==> src/rtl/one_hot_decoder_pkg.sv <==
// Shared constants and the index-to-one-hot helper for the one-hot decoder.
// Latency: n/a (package only). Backpressure: n/a.
// Contents: default widths, helper-function limits, dec_onehot() helper.
package one_hot_decoder_pkg;

    localparam int DEC_IN_WIDTH_DEF  = 3;
    localparam int DEC_OUT_WIDTH_DEF = 8;

    // The helper works on a fixed-width word so it can live outside any
    // parameterised module; callers truncate the result to their OUT_WIDTH.
    localparam int DEC_MAX_IDX_W = 10;
    localparam int DEC_MAX_OUT_W = 1 << DEC_MAX_IDX_W;

    // One-hot word with only bit idx set, or all zeros when disabled or when
    // idx is not below width. Never wraps an out-of-range index.
    function automatic logic [DEC_MAX_OUT_W-1:0] dec_onehot(
        input logic                     en,
        input logic [DEC_MAX_IDX_W-1:0] idx,
        input int unsigned              width
    );
        logic [DEC_MAX_OUT_W-1:0] word;
        word = '0;
        if (en && (32'(idx) < width)) begin
            word[idx] = 1'b1;
        end
        return word;
    endfunction

endpackage

==> src/rtl/one_hot_decoder_core.sv <==
// Combinational decode of (en, data_in) into the next one-hot word (and next oor).
// Latency: 0 cycles (pure combinational). Backpressure: none.
// Ports: en, data_in[IN_WIDTH] -> next_data[OUT_WIDTH] (+ next_oor with ONE_HOT_DECODER_OOR_EN).
module one_hot_decoder_core
    import one_hot_decoder_pkg::*;
#(
    parameter int IN_WIDTH  = DEC_IN_WIDTH_DEF,
    parameter int OUT_WIDTH = DEC_OUT_WIDTH_DEF
) (
    input  logic                 en,
    input  logic [IN_WIDTH-1:0]  data_in,
`ifdef ONE_HOT_DECODER_OOR_EN
    output logic                 next_oor,
`endif
    output logic [OUT_WIDTH-1:0] next_data
);

    // Reject widths the decoder cannot represent.
    if (IN_WIDTH < 1 || OUT_WIDTH < 1 || OUT_WIDTH > DEC_MAX_OUT_W ||
        (IN_WIDTH < DEC_MAX_IDX_W && OUT_WIDTH > (1 << IN_WIDTH))) begin : g_bad_width
        $fatal(1, "one_hot_decoder: OUT_WIDTH must be in 1..2**IN_WIDTH");
    end

    // OUT_WIDTH <= 2**IN_WIDTH always fits in IN_WIDTH+1 bits.
    localparam logic [IN_WIDTH:0] OUT_LIM = (IN_WIDTH+1)'(OUT_WIDTH);

    // Full-width comparison so no high index bit can alias onto a low output.
    logic above;
    assign above = ({1'b0, data_in} >= OUT_LIM);

    logic [DEC_MAX_IDX_W-1:0] idx;
    if (IN_WIDTH >= DEC_MAX_IDX_W) begin : g_idx_trunc
        // Safe: the function is only enabled when data_in < OUT_WIDTH.
        assign idx = data_in[DEC_MAX_IDX_W-1:0];
    end else begin : g_idx_ext
        assign idx = {{(DEC_MAX_IDX_W-IN_WIDTH){1'b0}}, data_in};
    end

    assign next_data = OUT_WIDTH'(dec_onehot(en && !above, idx, OUT_WIDTH));

`ifdef ONE_HOT_DECODER_OOR_EN
    assign next_oor = en && above;
`endif

endmodule

==> src/rtl/one_hot_decoder.sv <==
// Registered binary-to-one-hot decoder with active-high enable.
// Latency: 1 clk from (en, data_in) to data_out. Backpressure: none, accepts every cycle.
// Ports: clk, rst_n (sync, active low), en, data_in[IN_WIDTH] -> data_out[OUT_WIDTH];
//        optional oor output when ONE_HOT_DECODER_OOR_EN is defined.
module one_hot_decoder
    import one_hot_decoder_pkg::*;
#(
    parameter int IN_WIDTH  = DEC_IN_WIDTH_DEF,
    parameter int OUT_WIDTH = DEC_OUT_WIDTH_DEF
) (
    input  logic                 clk,
    input  logic                 rst_n,
    input  logic                 en,
    input  logic [IN_WIDTH-1:0]  data_in,
`ifdef ONE_HOT_DECODER_OOR_EN
    output logic                 oor,
`endif
    output logic [OUT_WIDTH-1:0] data_out
);

    logic [OUT_WIDTH-1:0] next_data;
`ifdef ONE_HOT_DECODER_OOR_EN
    logic                 next_oor;
`endif

    one_hot_decoder_core #(
        .IN_WIDTH  (IN_WIDTH),
        .OUT_WIDTH (OUT_WIDTH)
    ) u_core (
        .en        (en),
        .data_in   (data_in),
`ifdef ONE_HOT_DECODER_OOR_EN
        .next_oor  (next_oor),
`endif
        .next_data (next_data)
    );

    // Reset wins over enable; each cycle is decoded independently.
    always_ff @(posedge clk) begin
        if (!rst_n) begin
            data_out <= '0;
        end else begin
            data_out <= next_data;
        end
    end

`ifdef ONE_HOT_DECODER_OOR_EN
    always_ff @(posedge clk) begin
        if (!rst_n) begin
            oor <= 1'b0;
        end else begin
            oor <= next_oor;
        end
    end
`endif

endmodule

==> config.mk <==
export PLATFORM = sky130hd
export DESIGN_NAME = one_hot_decoder
export DESIGN_NICKNAME = d
export VERILOG_FILES = /design/src/rtl/one_hot_decoder_pkg.sv /design/src/rtl/one_hot_decoder_core.sv /design/src/rtl/one_hot_decoder.sv
export SDC_FILE = /design/constraint.sdc
export NUM_CORES = 1
export LEC_CHECK = 0
export BUFFER_PORTS_ARGS = -buffer_cell sky130_fd_sc_hd__buf_2
export CAP_MARGIN = 40
export CORE_AREA = 5 5 42 44
export CTS_BUF_LIST = sky130_fd_sc_hd__clkbuf_16
export DETAILED_ROUTE_END_ITERATION = 7
export DIE_AREA = 0 0 47 49
export HOLD_SLACK_MARGIN = 0.05
export PLACE_DENSITY = 0.49
export SETUP_SLACK_MARGIN = 0.5
export SLEW_MARGIN = 20
export SYNTH_ARGS = -nofsm -noshare
export SYNTH_HDL_FRONTEND = slang
export SYNTH_HIERARCHICAL = 1
export SYNTH_SLANG_ARGS = --single-unit
==> constraint.sdc <==
create_clock -name clk -period 1.1 [get_ports clk]
set_input_delay 0.055 -clock clk [delete_from_list [all_inputs] [get_ports clk]]
set_output_delay 0.055 -clock clk [all_outputs]
set_load 0.01 [all_outputs]
==> results.sh, run 1 <==
export IMPL_chipWidth_um=47
export IMPL_critPathCaptureType="primary output"
export IMPL_rsz0062_at_grt="yes"
export IMPL_postLayoutCoreUtil=0.338
export IMPL_postCtsHoldBufs=0
export IMPL_critPathBufInv=1
export IMPL_root_buffer="clkbuf_16"
export IMPL_syn_mean_instance_area_um2=12.7
export IMPL_power_density_nw_per_um2=1960
export IMPL_critPathKind="reg -> out"
export IMPL_initial_utilization=0.218
export IMPL_drv_slew=0
export IMPL_critPathLaunchType="register"
export IMPL_fin_tns_setup_ns=0
export IMPL_final_nets=48
export IMPL_crit_family="flip-flops"
export IMPL_syn_area_um2=305
export IMPL_largest_register="data_out"
export IMPL_antenna_found_initial=0
export IMPL_remaining_drc_errors=0
export IMPL_synth_enable_flop_cells=0
export IMPL_path_cells="buf_2"
export IMPL_cts_setup_buffers=0
export IMPL_htreeDepth=1
export IMPL_wl_per_cell_um=10.2
export IMPL_peakVddDrop_v=0.000550
export IMPL_hold_path_class="in -> reg"
export IMPL_tightest_slew_ns=0.186
export IMPL_run_status="finished clean"
export IMPL_yosysSeqAreaShare=0.525
export IMPL_min_to="data_out[5]$_SDFF_PN0_"
export IMPL_hp_start="rst_n"
export IMPL_numPortBuffers=13
export IMPL_fp_dieArea_um2=2300
export IMPL_layout_drive_gt1_share=0.575
export IMPL_ys_dominant_reg_cell="dfxtp_1"
export IMPL_synth_nets=30
export IMPL_io_pins=14
export IMPL_yosysWarnings=6
export IMPL_fill_cells=156
export IMPL_fmax_mhz=1420
export IMPL_setup_violations=0
export IMPL_cts_path_max_buffers=2
export IMPL_drt_initial_drc_count=1
export IMPL_drv_cap=0
export IMPL_netlist_top_cell_by_area="dfxtp_1"
export IMPL_path_max_fanout=1
export IMPL_dp_cells=53
export IMPL_ys_ff_latch=8
export IMPL_cts_sinks=8
export IMPL_relSlewSlack=0.876
export IMPL_core_area_um2=1400
export IMPL_drtPass1Iterations=2
export IMPL_grt_overflow_total=0
export IMPL_cts_tree="done"
export IMPL_areaGrowthSynthToFinish_pct=55.3
export IMPL_synth_top_area_frac=0.525
export IMPL_clkTransAtPathRegs_ns=0.03
export IMPL_ys_types=8
export IMPL_via_per_inst=4.14
export IMPL_critPathArrivalTime_ns=0.65
export IMPL_antenna_left=0
export IMPL_grt_max_degree=9
export IMPL_place_congestion=0.681
export IMPL_core_rowCount=14
export IMPL_die_h_um=49
export IMPL_synth_cells=24
export IMPL_yosys_top_cells_count="and2_1, dfxtp_1, and4b_2, and4bb_1"
export IMPL_antenna_cells=0
export IMPL_holdPathStages=2
export IMPL_grt_use_total=0.0628
export IMPL_vias=232
export IMPL_period_minus_slack_ns=0.703
export IMPL_power_leakage_nw=0.230
export IMPL_hold_ws_ns=0.107
export IMPL_required_ns=1.04
export IMPL_postSynth_asyncResetShare=0
export IMPL_slowest_stage="dfxtp_2"
export IMPL_numCtsBuffers=3
export IMPL_grt_pass1_wl_um=959
export IMPL_synth_area_top_cells="dfxtp_1, and2_1, and4bb_1"
export IMPL_fin_cells=56
export IMPL_crit_path_max_incr_delay_ns=0.29
export IMPL_wl_um=573
export IMPL_hold_viol=0
export IMPL_grt_pass1_vias=233
export IMPL_finalCritPeriodShare=0.639
export IMPL_top_regs="data_out x8"
export IMPL_largest_reg_flops=8
==> worst max path at each step <==
| stage | endpoint | startpoint | slack [ns] | cells after the start |
|---|---|---|---|---|
| floorplan | data_out[3]$_SDFF_PN0_ | en | 0.59 | 2 |
| global placement | data_out[2]$_SDFF_PN0_ | data_in[2] | 0.41 | 3 |
| detailed placement | data_out[2]$_SDFF_PN0_ | data_in[2] | 0.40 | 3 |
| CTS | data_out[6] | data_out[6]$_SDFF_PN0_ | 0.39 | 1 |
| global route | data_out[0] | data_out[0]$_SDFF_PN0_ | 0.38 | 1 |
| finish | data_out[3] | data_out[3]$_SDFF_PN0_ | 0.40 | 1 |
==> timing repair <==
action / 4_1_cts / 5_1_grt
endpoints found under the setup margin: 8 / 8
cloned: 0 / 0
gates resized for setup: 2 / 1
==> placed cells by master (no fill, tap or decap) <==
cell        n
and4_2      1
dfxtp_2     2
buf_6       1
and2_1      8
dfxtp_1     6
and4b_2     2
clkbuf_16   3
buf_2      12
and4bb_2    1
and4bb_1    2
and4b_1     1
nor4b_2     1
==> logic make-up after synthesis <==
family | after synthesis | synth area share
DFF | 8 | 0.525
and+or+nand+nor | 16 | 0.475
==> cell type report <==
| cell class | count | area, um2 | share of cell area |
|---|---|---|---|
| well taps | 16 | 20.0 | 0.0422 |
| multi-input cells | 16 | 145 | 0.306 |
| flip-flops and latches | 8 | 163 | 0.343 |
| clock buffers | 3 | 75.1 | 0.158 |
| repair buffers | 13 | 71.3 | 0.150 |
==> power breakdown <==
| group | leakage (nW) | internal, mW | total [mW] | switching (mW) |
|---|---|---|---|---|
| Combinational | 0.128 | 0.0223 | 0.0439 | 0.0217 |
| Clock | 0.0370 | 0.467 | 0.590 | 0.123 |
| Sequential | 0.0657 | 0.297 | 0.298 | 0.00101 |
==> metrics by stage <==
step                      setup WS (ns)  instance area (um2)  power [mW]
final                             0.397                  474       0.932
after global routing              0.377                  474       0.962
after CTS                         0.393                  473       0.943
after detailed placement          0.397                  390       0.346
after global placement            0.410                  390       0.343
after floorplan                   0.586                  305       0.319
==> metal layers <==
metal	up-vias	wire [um]	global-route usage
li1	121	-	-
met1	92	231	0.0708
met2	14	214	0.0701
met3	5	80	0.0185
met4	0	47	0.0968
met5	-	0	0
No activity file was read; power rests on OpenSTA's default activity.
==> run 2, diff against run 1 <==
==> constraint.sdc (replaced) <==
create_clock -name clk -period 0.8 [get_ports clk]
set_input_delay 0.04 -clock clk [delete_from_list [all_inputs] [get_ports clk]]
set_output_delay 0.04 -clock clk [all_outputs]
set_load 0.01 [all_outputs]
==> run 2 against run 1 <==
Die area stayed put; power is 43% higher; global-route usage is 0.35 points higher; largest power group unchanged; via count is 5.2% higher; sequential share of layout area is 5.6 points lower; critical path depth stayed put; combinational power is 130% higher; utilization is 8.1 points higher; clock power is 38% higher; largest cell class unchanged; hold slack worse by 0.0056 ns.
==> results.sh, run 2 (synthesis gave the netlist of run 1 again) <==
export IMPL_critPathCaptureType="primary output"
export IMPL_run_status="finished clean"
export IMPL_chipWidth_um=47
export IMPL_core_rowCount=14
export IMPL_swShare=0.158
export IMPL_htreeDepth=1
export IMPL_most_common_layout_cells="dfxtp_2, buf_6, and2_1, clkbuf_16, buf_12"
export IMPL_wl_um=611
export IMPL_required_ns=0.76
export IMPL_grt_use_total=0.0663
export IMPL_top_regs="data_out x8"
export IMPL_setup_violations=0
export IMPL_grt_pass1_vias=246
export IMPL_combPwrFrac=0.078
export IMPL_place_congestion=0.695
export IMPL_tightest_slew_ns=0.197
export IMPL_clkTransAtPathRegs_ns=0.03
export IMPL_critPathLaunchType="register"
export IMPL_hold_viol=0
export IMPL_critPathBufInv=1
export IMPL_core_area_um2=1400
export IMPL_remaining_drc_errors=0
export IMPL_crit_path_max_incr_delay_ns=0.31
export IMPL_power_density_nw_per_um2=2260
export IMPL_cts_sinks=8
export IMPL_pwr_share_clk=0.613
export IMPL_slowest_stage="dfxtp_2"
export IMPL_peakVddDrop_v=0.000798
export IMPL_final_nets=48
export IMPL_drtPass1Iterations=2
export IMPL_critPathKind="reg -> out"
export IMPL_fp_dieArea_um2=2300
export IMPL_postCtsHoldBufs=0
export IMPL_path_cells="buf_6"
export IMPL_grt_pass1_wl_um=1000
export IMPL_pwr_share_seq=0.309
export IMPL_fin_tns_setup_ns=0
export IMPL_cts_setup_buffers=0
export IMPL_vias=244
export IMPL_layout_drive_gt1_share=0.750
export IMPL_drt_initial_drc_count=1
export IMPL_hold_path_class="in -> reg"
export IMPL_areaGrowthSynthToFinish_pct=92.6
export IMPL_root_buffer="clkbuf_16"
export IMPL_grt_overflow_total=0
export IMPL_wl_per_cell_um=10.9
export IMPL_period_minus_slack_ns=0.682
export IMPL_via_per_inst=4.36
export IMPL_die_h_um=49
export IMPL_antenna_left=0
export IMPL_power_leakage_nw=0.266
export IMPL_critPathArrivalTime_ns=0.64
export IMPL_switching_power_mw=0.211
export IMPL_numPortBuffers=13
export IMPL_p_int_mw=1.12
export IMPL_cts_path_max_buffers=2
export IMPL_largest_register="data_out"
export IMPL_cts_tree="done"
export IMPL_relSlewSlack=0.868
export IMPL_antenna_cells=0
export IMPL_path_max_fanout=1
export IMPL_crit_family="flip-flops"
export IMPL_antenna_found_initial=0
export IMPL_largest_reg_flops=8
export IMPL_finalCritPeriodShare=0.853
export IMPL_grt_max_degree=9
export IMPL_numCtsBuffers=3
export IMPL_rsz0062_at_grt="yes"
export IMPL_drv_slew=0
export IMPL_initial_utilization=0.218
export IMPL_io_pins=14
export IMPL_p_total_mw=1.33
export IMPL_drv_cap=0
export IMPL_fmax_mhz=1470
## run 2: metrics by stage
step / std cells / hold slack (ns) / util / worst slack [ns] / area (um2)
2_1_floorplan: 24 / 0.167 / - / 0.319 / 313
3_3_place_gp: 53 / 0.329 / 0.284 / 0.140 / 398
3_5_place_dp: 53 / 0.327 / 0.284 / 0.131 / 398
4_1_cts: 56 / 0.102 / 0.398 / 0.108 / 558
5_1_grt: 56 / 0.123 / 0.420 / 0.0998 / 588
6_report: 56 / 0.101 / 0.420 / 0.118 / 588
## run 2: layer usage
metal	GRT usage	wire, um	vias to the layer above	share of wire
met1	0.0619	242	110	0.40
met3	0.0185	57	2	0.093
met4	0.0968	20	0	0.033
met2	0.0905	292	11	0.48
met5	0	0	-	0
li1	-	-	121	-
## run 2: final cells by class
cell class                      count  area, um2
Timing Repair Buffer               13        164
Tap cell                           16       20.0
Sequential cell                     8        169
Fill cell                         140        813
Multi-Input combinational cell     16        160
Clock buffer                        3       75.1
## run 2: what timing repair did
action,4_1_cts,5_1_grt
gates cloned,0,0
resized for setup,20,7
pin swaps,5,2
endpoints found under the setup margin,16,16
## run 2: worst paths after layout
| kind | cells after the start | from | end | slack, ns |
|---|---|---|---|---|
| worst min-delay path | 2 | rst_n | data_out[6]$_SDFF_PN0_ | 0.10 |
| worst max-delay path | 1 | data_out[6]$_SDFF_PN0_ | data_out[6] | 0.12 |
## run 2: power by group through the flow
stage / logic [mW] / registers, mW / clock network (mW)
3_5_place_dp: 0.0611 / 0.416 / 0
3_3_place_gp: 0.0583 / 0.416 / 0
6_report: 0.103 / 0.412 / 0.816
4_1_cts: 0.0929 / 0.411 / 0.837
5_1_grt: 0.111 / 0.412 / 0.865
2_1_floorplan: 0.0195 / 0.420 / 0
